**config.mk**
```make
export PLATFORM = sky130hd
export DESIGN_NAME = segway_alert_mon
export DESIGN_NICKNAME = d
export VERILOG_FILES = /design/src/rtl/segway_alert_mon_pkg.sv /design/src/rtl/segway_alert_mon_mov_avg4.sv /design/src/rtl/segway_alert_mon.sv
export SDC_FILE = /design/constraint.sdc
export NUM_CORES = 1
export LEC_CHECK = 0
export BUFFER_PORTS_ARGS = -buffer_cell sky130_fd_sc_hd__buf_2
export CAP_MARGIN = 20
export CORE_MARGIN = 2
export CORE_UTILIZATION = 30
export CTS_BUF_LIST = sky130_fd_sc_hd__clkbuf_2 sky130_fd_sc_hd__clkbuf_4 sky130_fd_sc_hd__clkbuf_8
export CTS_CLUSTER_DIAMETER = 150
export DETAILED_ROUTE_END_ITERATION = 12
export GPL_ROUTABILITY_DRIVEN = 1
export GPL_TIMING_DRIVEN = 0
export PLACE_DENSITY = 0.54
export RECOVER_POWER = 50
export SLEW_MARGIN = 20
export SYNTH_ARGS = -nofsm -noshare
export SYNTH_HDL_FRONTEND = slang
export SYNTH_SLANG_ARGS = --single-unit
export TNS_END_PERCENT = 30
```
**constraint.sdc**
```tcl
create_clock -name clk -period 7.48 [get_ports clk]
set_input_delay 0.374 -clock clk [delete_from_list [all_inputs] [get_ports clk]]
set_output_delay 0.374 -clock clk [all_outputs]
set_load 0.02 [all_outputs]
```
**src/rtl/segway_alert_mon_pkg.sv**
```systemverilog
// Shared types, widths and default thresholds for the segway alert monitor.
// Optional BATT_LATCH_EN (see segway_alert_mon) makes batt_low sticky until reset.
package segway_alert_pkg;

    localparam int SPD_W  = 12;
    localparam int BATT_W = 12;
    localparam int SUM_W  = 14;

    localparam logic [SPD_W-1:0]  TF_HI_DEF   = 12'd1792;
    localparam logic [SPD_W-1:0]  TF_LO_DEF   = 12'd1536;
    localparam logic [BATT_W-1:0] BATT_LO_DEF = 12'hA98;
    localparam logic [BATT_W-1:0] BATT_HI_DEF = 12'hAC0;
    localparam int                DEB_CNT_DEF = 8;

    typedef enum logic [1:0] {
        BATT_OK,
        BATT_PEND,
        BATT_LOW
    } batt_state_t;

    // The most negative code has no positive twin, so it clamps to full scale.
    function automatic logic [SPD_W-1:0] satAbs(input logic signed [SPD_W-1:0] v);
        if (!v[SPD_W-1])
            return v;
        else if (v == {1'b1, {(SPD_W-1){1'b0}}})
            return {1'b0, {(SPD_W-1){1'b1}}};
        else
            return -v;
    endfunction

endpackage

```
**src/rtl/segway_alert_mon_mov_avg4.sv**
```systemverilog
// Four-sample moving average with running sum, fill counter and a one-cycle
// eval pulse trailing each accepted sample; reusable for any 12-bit A2D channel.
module mov_avg4
    import segway_alert_pkg::*;
(
    input  logic              i_clk,
    input  logic              i_rst,
    input  logic              i_smpVld,
    input  logic [BATT_W-1:0] i_sample,
    output logic [BATT_W-1:0] o_avg,
    output logic              o_full,
    output logic              o_eval
);

    logic [3:0][BATT_W-1:0] r_win;
    logic [SUM_W-1:0]       r_sum;
    logic [2:0]             r_fill;
    logic                   r_eval;

    // Slot 3 is the oldest sample; it leaves the sum as the new one enters.
    always_ff @(posedge i_clk or posedge i_rst) begin
        if (i_rst) begin
            r_win  <= '0;
            r_sum  <= '0;
            r_fill <= '0;
            r_eval <= 1'b0;
        end else begin
            r_eval <= i_smpVld;
            if (i_smpVld) begin
                r_win <= {r_win[2:0], i_sample};
                r_sum <= r_sum - SUM_W'(r_win[3]) + SUM_W'(i_sample);
                if (r_fill != 3'd4)
                    r_fill <= r_fill + 3'd1;
            end
        end
    end

    assign o_avg  = r_sum[SUM_W-1:2];
    assign o_full = (r_fill == 3'd4);
    assign o_eval = r_eval;

endmodule

```
**src/rtl/segway_alert_mon.sv**
```systemverilog
// Overspeed and low-battery alert levels for the piezo driver, with hysteresis
// and battery debounce. Define BATT_LATCH_EN to make batt_low sticky until reset.
module segway_alert_mon
    import segway_alert_pkg::*;
#(
    parameter logic [SPD_W-1:0]  TF_HI   = TF_HI_DEF,
    parameter logic [SPD_W-1:0]  TF_LO   = TF_LO_DEF,
    parameter logic [BATT_W-1:0] BATT_LO = BATT_LO_DEF,
    parameter logic [BATT_W-1:0] BATT_HI = BATT_HI_DEF,
    parameter int                DEB_CNT = DEB_CNT_DEF
)(
    input  logic              clk,
    input  logic              rst,
    input  logic              smp_vld,
    input  logic [SPD_W-1:0]  lft_spd,
    input  logic [SPD_W-1:0]  rght_spd,
    input  logic [BATT_W-1:0] batt,
    output logic              too_fast,
    output logic              batt_low,
    output logic [BATT_W-1:0] batt_avg
);

    localparam logic [7:0] DEB_MAX = 8'(DEB_CNT);

    logic [SPD_W-1:0]  r_lftMag;
    logic [SPD_W-1:0]  r_rghtMag;
    logic              r_tooFast;
    logic [BATT_W-1:0] r_battAvg;
    logic              r_battLow;
    logic [7:0]        r_debCnt;
    batt_state_t       r_state;

    logic [SPD_W-1:0]  w_magMax;
    logic [BATT_W-1:0] w_avg;
    logic              w_full;
    logic              w_eval;

    mov_avg4 u_battAvg (
        .i_clk    (clk),
        .i_rst    (rst),
        .i_smpVld (smp_vld),
        .i_sample (batt),
        .o_avg    (w_avg),
        .o_full   (w_full),
        .o_eval   (w_eval)
    );

    always_ff @(posedge clk or posedge rst) begin
        if (rst) begin
            r_lftMag  <= '0;
            r_rghtMag <= '0;
        end else if (smp_vld) begin
            r_lftMag  <= satAbs(lft_spd);
            r_rghtMag <= satAbs(rght_spd);
        end
    end

    assign w_magMax = (r_lftMag > r_rghtMag) ? r_lftMag : r_rghtMag;

    // Magnitudes equal to either threshold leave too_fast where it was.
    always_ff @(posedge clk or posedge rst) begin
        if (rst) begin
            r_tooFast <= 1'b0;
            r_battAvg <= '0;
        end else if (w_eval) begin
            r_battAvg <= w_avg;
            if (w_magMax > TF_HI)
                r_tooFast <= 1'b1;
            else if (w_magMax < TF_LO)
                r_tooFast <= 1'b0;
        end
    end

    // Battery debounce only runs once the window holds four real samples.
    always_ff @(posedge clk or posedge rst) begin
        if (rst) begin
            r_state   <= BATT_OK;
            r_debCnt  <= '0;
            r_battLow <= 1'b0;
        end else if (w_eval && w_full) begin
            case (r_state)
                BATT_OK: begin
                    if (w_avg < BATT_LO) begin
                        r_debCnt <= 8'd1;
                        if (DEB_MAX == 8'd1) begin
                            r_state   <= BATT_LOW;
                            r_battLow <= 1'b1;
                        end else begin
                            r_state <= BATT_PEND;
                        end
                    end
                end
                BATT_PEND: begin
                    if (w_avg < BATT_LO) begin
                        r_debCnt <= r_debCnt + 8'd1;
                        if (r_debCnt + 8'd1 >= DEB_MAX) begin
                            r_state   <= BATT_LOW;
                            r_battLow <= 1'b1;
                        end
                    end else begin
                        r_state  <= BATT_OK;
                        r_debCnt <= '0;
                    end
                end
                BATT_LOW: begin
`ifdef BATT_LATCH_EN
                    r_state <= BATT_LOW;
`else
                    if (w_avg >= BATT_HI) begin
                        r_state   <= BATT_OK;
                        r_debCnt  <= '0;
                        r_battLow <= 1'b0;
                    end
`endif
                end
                default: begin
                    r_state   <= BATT_OK;
                    r_debCnt  <= '0;
                    r_battLow <= 1'b0;
                end
            endcase
        end
    end

    assign too_fast = r_tooFast;
    assign batt_low = r_battLow;
    assign batt_avg = r_battAvg;

endmodule

```
==> flow_metrics.py, run 1 <==
metrics = {
    "timing": {
        "setup_viol": 0,
        "drv_slew": 49,
        "maxSlewHeadroom_pct": -55.2,
        "tightestPinTransition_ns": 2.31,
        "period_share_pct": 38.0,
        "setup_ws_ns": 4.64,
        "fmax_mhz": 352,
        "hold_viol": 0,
        "skew_ns": 0.0164,
        "rsz0062_at_grt": "no",
        "fin_tns_setup_ns": 0,
        "layout_min_cycle_time_ns": 2.84,
    },
    "critical_path": {
        "arrival_ns": 3.21,
        "r2r-start": "u_battAvg.r_sum[1]",
        "reg2reg_depth": 8,
        "r2r_slack_ns": 4.64,
        "cp_common_cell": "fa_1",
        "crit_fanout": 5,
        "timing_worst_setup_path_type": "register to register",
        "critical_path.top_delay_family": "simple AND/OR/NAND/NOR gates",
        "max_stage_delay_ns": 0.68,
        "crit_buf_inv": 1,
        "cp-end-kind": "register",
        "worstPathRequired_ns": 7.86,
        "crit_chain": "inv_1 -> fa_1 -> fa_1 -> nor2b_1 -> o2111ai_1 -> and3b_1 -> or4b_2 -> nand3_1",
        "critical_path.slowest_cell": "or4b_2",
        "reg2reg_to": "u_battAvg.r_sum[12]",
        "cp-start-kind": "register",
    },
    "final_layout": {
        "post-route-util_pct": 35.7,
        "layout-drive-gt1-share_pct": 21.3,
        "fin_cells": 979,
        "insertedDiodeCount": 0,
        "nFillCells": 2184,
        "register_area_mm2": 0.00285,
        "multi_input_area_mm2": 0.00324,
        "area_delta_synth_final_pct": 16.7,
        "fin_nets": 776,
    },
    "floorplan": {
        "rows": 53,
        "start_util_pct": 30.6,
        "die_w_um": 151,
        "die_y_um": 151,
        "coreArea_mm2": 0.0211,
        "die-area_mm2": 0.0227,
        "io_pins": 53,
    },
    "cts": {
        "post_cts_buffers": 0,
        "insertion_delay_ns": 0.45,
        "numCtsBuffers": 17,
        "clk_pin_slew_worst_paths_ns": 0.08,
        "cts_root_buf": "clkbuf_8",
        "cts_buffer_depth": 2,
        "clock_sinks": 114,
        "cts_tree": "built",
        "htreeDepth": 4,
    },
    "status": {
        "violations": "capacitance limit, slew limit",
        "outcome": "finished, violations left",
    },
    "routing": {
        "remaining_drc_errors": 0,
        "antenna_left": 0,
        "wl_per_cell_um": 15.2,
        "routed_via_density": 4.83,
        "vias": 4732,
        "first_pass_iters": 5,
        "drt-initial-drc-count": 181,
        "drt_wl_total_um": 14900,
    },
    "logic_synthesis": {
        "synth_area_mm2": 0.00645,
        "synth_warnings": 0,
        "synthCells": 618,
        "synthArstFlopShare_pct": 100,
        "ys_ff_latch": 114,
        "synth_area_leader_cell": "dfrtp_1",
        "synth_nets": 703,
        "synth_ff_type": "dfrtp_1",
        "yosys-top-cells-area": "dfrtp_1 44%, mux2_2 11%, ha_1 6.6%",
        "synth_edf_count": 0,
        "ys_top_cells_by_count": "114 x dfrtp_1, 73 x inv_1, 62 x mux2_2, 40 x nand2_1, 34 x ha_1",
        "synth_seq_area_share_pct": 44.2,
        "syn_area_per_cell_um2": 10.4,
        "synth_most_common_cell": "dfrtp_1",
        "synth_top_area_share_pct": 44.2,
        "yosys.cell_types.count": 57,
    },
    "global_routing": {
        "gr-max-usage-layer": "met2",
        "met3_usage_pct": 3.97,
        "grt_max_degree": 67,
        "grt_use_met1_pct": 18.3,
        "overflow": 0,
        "grt_pass1_wl_um": 24000,
        "grt_usage_pct": 13.8,
        "met2_usage_pct": 22.2,
        "antenna_found_initial": 0,
        "grt_pass1_vias": 4761,
    },
    "placed_design": {
        "place_congestion": 0.796,
        "dp_cells": 946,
        "dp_slack_ns": 4.53,
        "portBuffers": 52,
        "hpwl_um": 10900,
    },
    "hold_path": {
        "hold_depth": 1,
        "hold_class": "input port to register",
        "worstHoldStart": "smp_vld",
        "worstHoldEndpoint": "u_battAvg.o_eval",
    },
    "pwr": {
        "power_density_mw_per_mm2": 372,
        "vdd_ir_drop_max_uv": 128,
        "p_leak_uw": 0.00343,
    },
    "run": {
        "cap_viol_max_count": 1,
    },
}
[cells by family after synthesis]
group           Yosys count  share of synthesized area, %
buf+inv                  94                          5.47
flops                   114                          44.2
compound gates          125                          12.9
simple gates            143                          11.5
xor+xnor                 25                          3.39
mux                      71                          12.2
fa+ha+maj                46                          10.3
[worst max path at each step]
stage	slack, ns	to	depth (start not counted)	from
2_1_floorplan	4.09	batt_avg[0]	1	rst
3_3_place_gp	2.50	u_battAvg.r_win[19]	2	rst
3_5_place_dp	4.53	u_battAvg.r_sum[12]	9	batt[1]
4_1_cts	4.62	u_battAvg.r_sum[12]	8	u_battAvg.r_sum[1]
5_1_grt	4.51	u_battAvg.r_sum[12]	11	u_battAvg.r_sum[0]
6_report	4.64	u_battAvg.r_sum[12]	8	u_battAvg.r_sum[1]
[where the power goes]
part	internal [uW]	switching (uW)
clock network	375	274
logic	531	702
registers	783	137
[flip-flops by register name (all words and copies together), names as in the netlist, 2 cells and up]
register	cells
r_rghtMag	12
batt_avg	12
u_battAvg.r_sum	14
r_state	2
r_debCnt	8
u_battAvg.r_win	48
u_battAvg.r_fill	3
r_lftMag	12
[placed cells by master, fill, tap and decap left out, drive strengths merged, types with 6 or more instances in the layout]
master,n
buf,55
mux2i,9
mux2,62
nand2b,10
o31ai,6
dfrtp,114
a21oi,27
xnor2,11
ha,34
clkinv,6
nor3,8
nand4,6
nor4,6
xor2,14
nor2b,6
nand3,14
a21o,7
clkbuf,37
o211ai,9
nor2,26
inv,73
fa,12
a31oi,8
nand2,40
or3,6
o21ai,26
[stage by stage]
step	hold slack, ns	total power [uW]	instance area (um^2)
CTS	0.0784	2830	7540
floorplan	0.405	1850	6450
finish	0.128	2800	7530
global placement	0.484	2150	7050
global route	0.113	3050	7530
detailed placement	0.454	2170	7090
[per-layer routing]
metal	part of all wire, %	vias to the layer above
li1	-	2325
met1	49	2314
met2	46	78
met3	3.9	15
met4	1.2	0
met5	0	-
[final cells by class]
| class | count | area share, % |
|---|---|---|
| clock buffers | 19 | 3.39 |
| inverters | 74 | 3.71 |
| plain buffers | 20 | 0.997 |
| flip-flops and latches | 114 | 37.9 |
| repair buffers | 54 | 3.89 |
| clock inverters | 13 | 2.44 |
| multi-input cells | 410 | 43.1 |
| well taps | 275 | 4.57 |
[repair_timing]
action,in CTS,in global routing
gates resized for setup,0,0
hold buffers,1,0
setup endpoints to repair,0,0
endpoints found under the hold margin,48,0
Note: power is estimated with default switching activity, not from simulation.
==> run 2, diff against run 1 <==
--- a/config.mk
+++ b/config.mk
@@ -14,7 +14,7 @@
 export DETAILED_ROUTE_END_ITERATION = 12
 export GPL_ROUTABILITY_DRIVEN = 1
 export GPL_TIMING_DRIVEN = 0
-export PLACE_DENSITY = 0.54
+export PLACE_DENSITY = 0.55
 export RECOVER_POWER = 50
 export SLEW_MARGIN = 20
 export SYNTH_ARGS = -nofsm -noshare
==> constraint.sdc (replaced) <==
create_clock -name clk -period 2.4 [get_ports clk]
set_input_delay 0.12 -clock clk [delete_from_list [all_inputs] [get_ports clk]]
set_output_delay 0.12 -clock clk [all_outputs]
set_load 0.02 [all_outputs]
==> flow_metrics.py, run 2 (synthesis results as in run 1) <==
metrics = {
    "status": {
        "outcome": "finished, violations left",
        "violations": "setup timing",
    },
    "global_routing": {
        "grt_pass1_vias": 4860,
        "grt_use_met1_pct": 18.9,
        "antenna_found_initial": 0,
        "met2_usage_pct": 22.9,
        "grt_max_degree": 32,
        "grt_pass1_wl_um": 25000,
        "grt_usage_pct": 14.2,
        "met3_usage_pct": 3.06,
        "gr-max-usage-layer": "met2",
        "overflow": 0,
    },
    "cts": {
        "htreeDepth": 4,
        "clk_pin_slew_worst_paths_ns": 0.07,
        "cts_root_buf": "clkbuf_8",
        "cts_tree": "built",
        "clock_sinks": 114,
        "insertion_delay_ns": 0.44,
        "numCtsBuffers": 17,
        "cts_buffer_depth": 2,
    },
    "timing": {
        "fin_tns_setup_ns": -0.467,
        "tightestPinTransition_ns": 1.31,
        "setup_ws_ns": -0.177,
        "hold_viol": 0,
        "layout_min_cycle_time_ns": 2.58,
        "maxSlewHeadroom_pct": 11.9,
        "drv_slew": 0,
        "rsz0062_at_grt": "yes",
        "period_share_pct": 107,
        "skew_ns": 0.00992,
        "fmax_mhz": 388,
        "setup_viol": 5,
    },
    "hold_path": {
        "worstHoldStart": "lft_spd[8]",
        "hold_class": "input port to register",
        "worstHoldEndpoint": "r_lftMag[8]",
        "hold_depth": 3,
    },
    "pwr": {
        "p_total_uw": 9380,
        "p_leak_uw": 0.00356,
        "vdd_ir_drop_max_uv": 478,
        "power_density_mw_per_mm2": 1180,
    },
    "final_layout": {
        "nFillCells": 2142,
        "fin_cells": 1014,
        "largest_reg_flops": 48,
        "design_area_mm2": 0.00796,
        "insertedDiodeCount": 0,
        "layout_common_cells": "112 x dfrtp_1, 65 x inv_1, 62 x mux2_2",
        "layout-drive-gt1-share_pct": 25.3,
        "reg_top3": "u_battAvg.r_win: 48 flops, u_battAvg.r_sum: 14 flops",
        "final_common_cell": "dfrtp_1",
        "area_delta_synth_final_pct": 23.4,
        "top_register": "u_battAvg.r_win",
        "fin_nets": 812,
    },
    "critical_path": {
        "critical_path.slowest_cell": "fa_2",
        "r2r-start": "u_battAvg.r_sum[1]",
        "r2r_slack_ns": -0.18,
        "crit_buf_inv": 1,
        "cp-start-kind": "register",
        "critical_path.top_delay_family": "adder cells",
        "cp-end-kind": "register",
        "timing_worst_setup_path_type": "register to register",
        "reg2reg_to": "u_battAvg.r_sum[10]",
        "reg2reg_depth": 8,
        "cp_common_cell": "fa_2",
        "arrival_ns": 2.89,
        "crit_chain": "inv_2 -> fa_2 -> fa_2 -> nor2b_4 -> o2111ai_2 -> and3b_2 -> o2111ai_1 -> or3b_4",
        "max_stage_delay_ns": 0.46,
        "crit_fanout": 4,
        "worstPathRequired_ns": 2.71,
    },
    "floorplan": {
        "rows": 53,
        "coreArea_mm2": 0.0211,
        "die_y_um": 151,
        "io_pins": 53,
        "die-area_mm2": 0.0227,
        "start_util_pct": 30.6,
        "die_w_um": 151,
    },
    "placed_design": {
        "portBuffers": 52,
        "place_congestion": 0.793,
        "dp_slack_ns": -0.420,
        "postPlaceCellArea_mm2": 0.00712,
        "hpwl_um": 11100,
        "dp_cells": 948,
    },
    "routing": {
        "antenna_left": 0,
        "drt_wl_total_um": 15000,
        "routed_via_density": 4.82,
        "drt-initial-drc-count": 221,
        "first_pass_iters": 4,
        "remaining_drc_errors": 0,
        "vias": 4884,
        "wl_per_cell_um": 14.8,
    },
    "run": {
        "cap_viol_max_count": 0,
    },
}
run 2: changes by cell type in the layout (fill, tap and decap cells not counted), moves of 4 or more:
cell,previous run,this run
dlygate4sd3_1,1,22
buf_2,48,37
clkbuf_2,0,4
inv_1,72,65
ha_4,0,5
inv_2,0,7
buf_4,0,13
ha_1,34,26
clkbuf_1,18,28
run 2: what timing repair did:
action | CTS | global route
setup endpoints to repair | 13 | 22
gates resized for setup | 22 | 20
hold buffers | 22 | 0
setup buffers | 4 | 9
endpoints found under the hold margin | 50 | 0
pin swaps | 11 | 12
run 2: per-layer routing:
metal,vias up,routed length (um)
li1,2403,-
met1,2378,7040
met2,88,7120
met3,15,671
met4,0,205
met5,-,0
run 2: worst register-to-register path, cell delays in order, from the launching register on:
cell,delay (ns)
dfrtp_1,0.39
inv_2,0.07
fa_2,0.46
fa_2,0.44
nor2b_4,0.15
o2111ai_2,0.12
and3b_2,0.26
o2111ai_1,0.16
or3b_4,0.39
run 2: report_power, final:
part,total (uW),internal (uW),switching [uW]
Sequential,2850,2440,410
Clock,1940,1140,799
Combinational,4590,2130,2460
Total,9380,5710,3670
run 2: how the worst max path moves through the flow:
stage	slack [ns]	to	depth (start not counted)	startpoint
2_1_floorplan	-0.22	u_battAvg.r_sum[12]	8	u_battAvg.r_sum[1]
3_3_place_gp	-0.39	u_battAvg.r_sum[12]	8	u_battAvg.r_sum[1]
3_5_place_dp	-0.42	u_battAvg.r_sum[12]	8	u_battAvg.r_sum[1]
4_1_cts	-0.19	u_battAvg.r_sum[10]	8	u_battAvg.r_sum[1]
5_1_grt	-0.28	u_battAvg.r_sum[10]	8	u_battAvg.r_sum[1]
6_report	-0.18	u_battAvg.r_sum[10]	8	u_battAvg.r_sum[1]
run 2: final cells by class:
cell class	instances	area, um^2	area share [%]
plain buffers	20	81.3	1.02
clock buffers	22	297	3.73
clock inverters	9	129	1.62
inverters	74	279	3.51
multi-input cells	410	3390	42.6
flip-flops and latches	114	2860	35.9
well taps	275	344	4.32
repair buffers	90	581	7.29
run 2: per-stage QoR:
stage | hold WS [ns] | util [%]
finish | 0.0328 | 37.7
global route | 0.0266 | 37.7
CTS | 0.00268 | 37.4
detailed placement | 0.271 | 33.8
global placement | 0.291 | 33.5
floorplan | 0.151 | -
==> run 3, diff against run 2 <==
--- a/config.mk
+++ b/config.mk
@@ -10,14 +10,15 @@
 export CORE_MARGIN = 2
 export CORE_UTILIZATION = 30
 export CTS_BUF_LIST = sky130_fd_sc_hd__clkbuf_2 sky130_fd_sc_hd__clkbuf_4 sky130_fd_sc_hd__clkbuf_8
-export CTS_CLUSTER_DIAMETER = 150
+export CTS_CLUSTER_DIAMETER = 100
 export DETAILED_ROUTE_END_ITERATION = 12
 export GPL_ROUTABILITY_DRIVEN = 1
 export GPL_TIMING_DRIVEN = 0
-export PLACE_DENSITY = 0.55
+export PLACE_DENSITY = 0.54
 export RECOVER_POWER = 50
 export SLEW_MARGIN = 20
 export SYNTH_ARGS = -nofsm -noshare
 export SYNTH_HDL_FRONTEND = slang
+export SYNTH_HIERARCHICAL = 1
 export SYNTH_SLANG_ARGS = --single-unit
 export TNS_END_PERCENT = 30
==> constraint.sdc (replaced) <==
create_clock -name clk -period 2.47 [get_ports clk]
set_input_delay 0.1235 -clock clk [delete_from_list [all_inputs] [get_ports clk]]
set_output_delay 0.1235 -clock clk [all_outputs]
set_load 0.02 [all_outputs]
==> flow_metrics.py, run 3 <==
metrics = {
    "cts": {
        "cts_root_buf": "clkbuf_8",
        "htreeDepth": 4,
        "cts_buffer_depth": 2,
        "insertion_delay_ns": 0.44,
        "clock_sinks": 114,
        "numCtsBuffers": 17,
        "cts_tree": "built",
        "clk_pin_slew_worst_paths_ns": 0.08,
    },
    "critical_path": {
        "critical_path.slowest_cell": "fa_1",
        "timing_worst_setup_path_type": "register to register",
        "startpoint": "u_battAvg/r_win[37]",
        "cp.depth": 9,
        "crit_buf_inv": 1,
        "reg2reg_depth": 9,
        "arrival_ns": 2.80,
        "critical_path.top_delay_family": "adder cells",
        "crit_end": "u_battAvg/r_sum[10]",
        "max_stage_delay_ns": 0.51,
        "worstPathRequired_ns": 2.78,
        "r2r-start": "u_battAvg/r_win[37]",
        "reg2reg_to": "u_battAvg/r_sum[10]",
        "cp-start-kind": "register",
        "crit_fanout": 3,
        "crit_chain": "fa_1 -> buf_4 -> fa_2 -> nand2b_4 -> a21oi_4 -> o21ai_2 -> a21boi_1 -> mux2i_1 -> o211ai_1",
        "r2r_slack_ns": -0.02,
        "cp-end-kind": "register",
    },
    "final_layout": {
        "fin_nets": 821,
        "register_area_mm2": 0.00285,
        "multi_input_area_mm2": 0.00341,
        "layout-drive-gt1-share_pct": 27.0,
        "layout_common_cells": "114 x dfrtp_1, 83 x inv_1, 65 x mux2_2",
        "top_register": "u_battAvg/r_win",
        "area_delta_synth_final_pct": 21.6,
        "reg_top3": "u_battAvg/r_win: 48 flops, u_battAvg/r_sum: 14 flops",
        "final_common_cell": "dfrtp_1",
        "nFillCells": 2220,
        "insertedDiodeCount": 0,
        "largest_reg_flops": 48,
    },
    "logic_synthesis": {
        "synth_most_common_cell": "dfrtp_1",
        "ys_ff_latch": 114,
        "synth_warnings": 6,
        "syn_area_per_cell_um2": 10.4,
        "synthArstFlopShare_pct": 100,
        "synth_ff_type": "dfrtp_1",
        "synth_top_area_share_pct": 43.1,
        "synth_seq_area_share_pct": 43.1,
        "synthCells": 638,
        "yosys-top-cells-area": "dfrtp_1 43%, mux2_2 11%, ha_1 6.1%",
        "ys_top_cells_by_count": "114 x dfrtp_1, 86 x inv_1, 65 x mux2_2, 37 x a21oi_1, 32 x ha_1",
        "synth_edf_count": 0,
        "yosys.cell_types.count": 63,
        "synth_area_mm2": 0.00662,
        "synth_area_leader_cell": "dfrtp_1",
        "synth_nets": 721,
    },
    "floorplan": {
        "coreArea_mm2": 0.0218,
        "rows": 54,
        "io_pins": 53,
        "die_w_um": 153,
        "die-area_mm2": 0.0233,
        "die_y_um": 153,
        "start_util_pct": 30.4,
    },
    "timing": {
        "tightestPinTransition_ns": 1.15,
        "hold_viol": 0,
        "rsz0062_at_grt": "yes",
        "setup_ws_ns": -0.0201,
        "maxSlewHeadroom_pct": 23.5,
        "setup_viol": 2,
        "fmax_mhz": 402,
        "layout_min_cycle_time_ns": 2.49,
        "period_share_pct": 101,
        "fin_tns_setup_ns": -0.0262,
        "drv_slew": 0,
        "skew_ns": 0.0134,
    },
    "pwr": {
        "p_leak_uw": 0.00361,
        "clock_power_share_pct": 18.8,
        "power.switching_uw": 3650,
        "switching_share_pct": 39.9,
        "combPwrFrac_pct": 51.5,
        "p_int_uw": 5500,
        "vdd_ir_drop_max_uv": 470,
        "power_density_mw_per_mm2": 1140,
        "p_seq_share_pct": 29.6,
    },
    "status": {
        "violations": "setup timing",
        "outcome": "finished, violations left",
    },
    "global_routing": {
        "overflow": 0,
        "grt_max_degree": 48,
        "grt_pass1_wl_um": 24100,
        "antenna_found_initial": 0,
        "grt_usage_pct": 12.8,
        "grt_pass1_vias": 4848,
    },
    "placed_design": {
        "hpwl_um": 10500,
        "place_congestion": 0.784,
        "dp_slack_ns": -0.196,
        "portBuffers": 51,
    },
    "routing": {
        "antenna_left": 0,
        "vias": 4826,
        "wl_per_cell_um": 13.9,
        "remaining_drc_errors": 0,
        "routed_via_density": 4.69,
        "drt_wl_total_um": 14300,
        "first_pass_iters": 4,
        "drt-initial-drc-count": 262,
    },
    "hold_path": {
        "hold_class": "input port to register",
    },
    "run": {
        "cap_viol_max_count": 0,
    },
}
[run 3: changes by cell type in the layout (fill, tap and decap cells not counted), moves of 6 or more]
| cell | delta |
|---|---|
| buf_2 | +13 |
| clkbuf_1 | -11 |
| a21oi_1 | +7 |
| nand2_1 | -9 |
| o21ai_0 | -6 |
| inv_1 | +18 |
[run 3: cell type report]
class                      count  area share [%]
inverter                      86            4.03
sequential                   114            35.5
timing repair buffer          81            6.55
tap                          280            4.35
buffer                        33            2.44
multi-input combinational    405            42.4
clock buffer                  18            3.08
clock inverter                12            1.68
[run 3: timing repair]
action / 4_1_cts / 5_1_grt
hold buffers: 22 / 0
pin swaps: 2 / 11
endpoints found under the setup margin: 5 / 7
setup buffers: 0 / 6
resized for setup: 6 / 25
endpoints found under the hold margin: 106 / 0
[run 3: kinds of logic after synthesis]
group	Yosys count	share of synthesized area [%]
and+or+nand+nor	133	10.8
AOI/OAI and AO/OA	131	13.1
buffers and inverters	119	7.85
DFF	114	43.1
muxes	75	12.6
adders and majority gates	44	9.68
xor gates and xnor gates	22	2.91
[run 3: per-stage QoR]
step	util [%]	area, um^2	std cells	hold slack (ns)	total power [uW]
4_1_cts	36.3	7900	1023	0.00263	8660
5_1_grt	37.0	8050	1029	0.0266	9950
3_3_place_gp	33.2	7220	969	0.372	6700
2_1_floorplan	-	6620	638	0.155	5840
6_report	37.0	8050	1029	0.0250	9150
3_5_place_dp	33.4	7270	971	0.117	6770
[run 3: worst min-delay path: stages]
cell	delay, ns
buf_2	0.11
xor2_1	0.07
a21oi_1	0.13
[run 3: worst min path at each step]
stage / start / slack, ns / endpoint / cells after the start
after floorplan: smp_vld / 0.15 / u_battAvg/o_eval / 0
after global placement: batt[7] / 0.37 / u_battAvg/r_win[7] / 2
after detailed placement: rst / 0.12 / u_battAvg/r_sum[1] / 2
after CTS: rght_spd[3] / 0.003 / r_rghtMag[3] / 3
after global routing: rght_spd[10] / 0.03 / r_rghtMag[10] / 3
final: rght_spd[3] / 0.02 / r_rghtMag[3] / 3
[run 3: routing by layer]
metal | share of wire [%] | GRT usage [%]
met1 | 48 | 16.8
met2 | 47 | 20.5
met3 | 3.6 | 3.64
met4 | 1.1 | 3.84
met5 | 0 | 0
[run 3: power groups by stage]
stage / Sequential [uW] / Clock [uW] / Combinational, uW
finish: 2710 / 1720 / 4720
global route: 2800 / 1870 / 5280
CTS: 2710 / 1790 / 4160
detailed placement: 2750 / 0 / 4020
global placement: 2740 / 0 / 3960
floorplan: 2800 / 0 / 3050
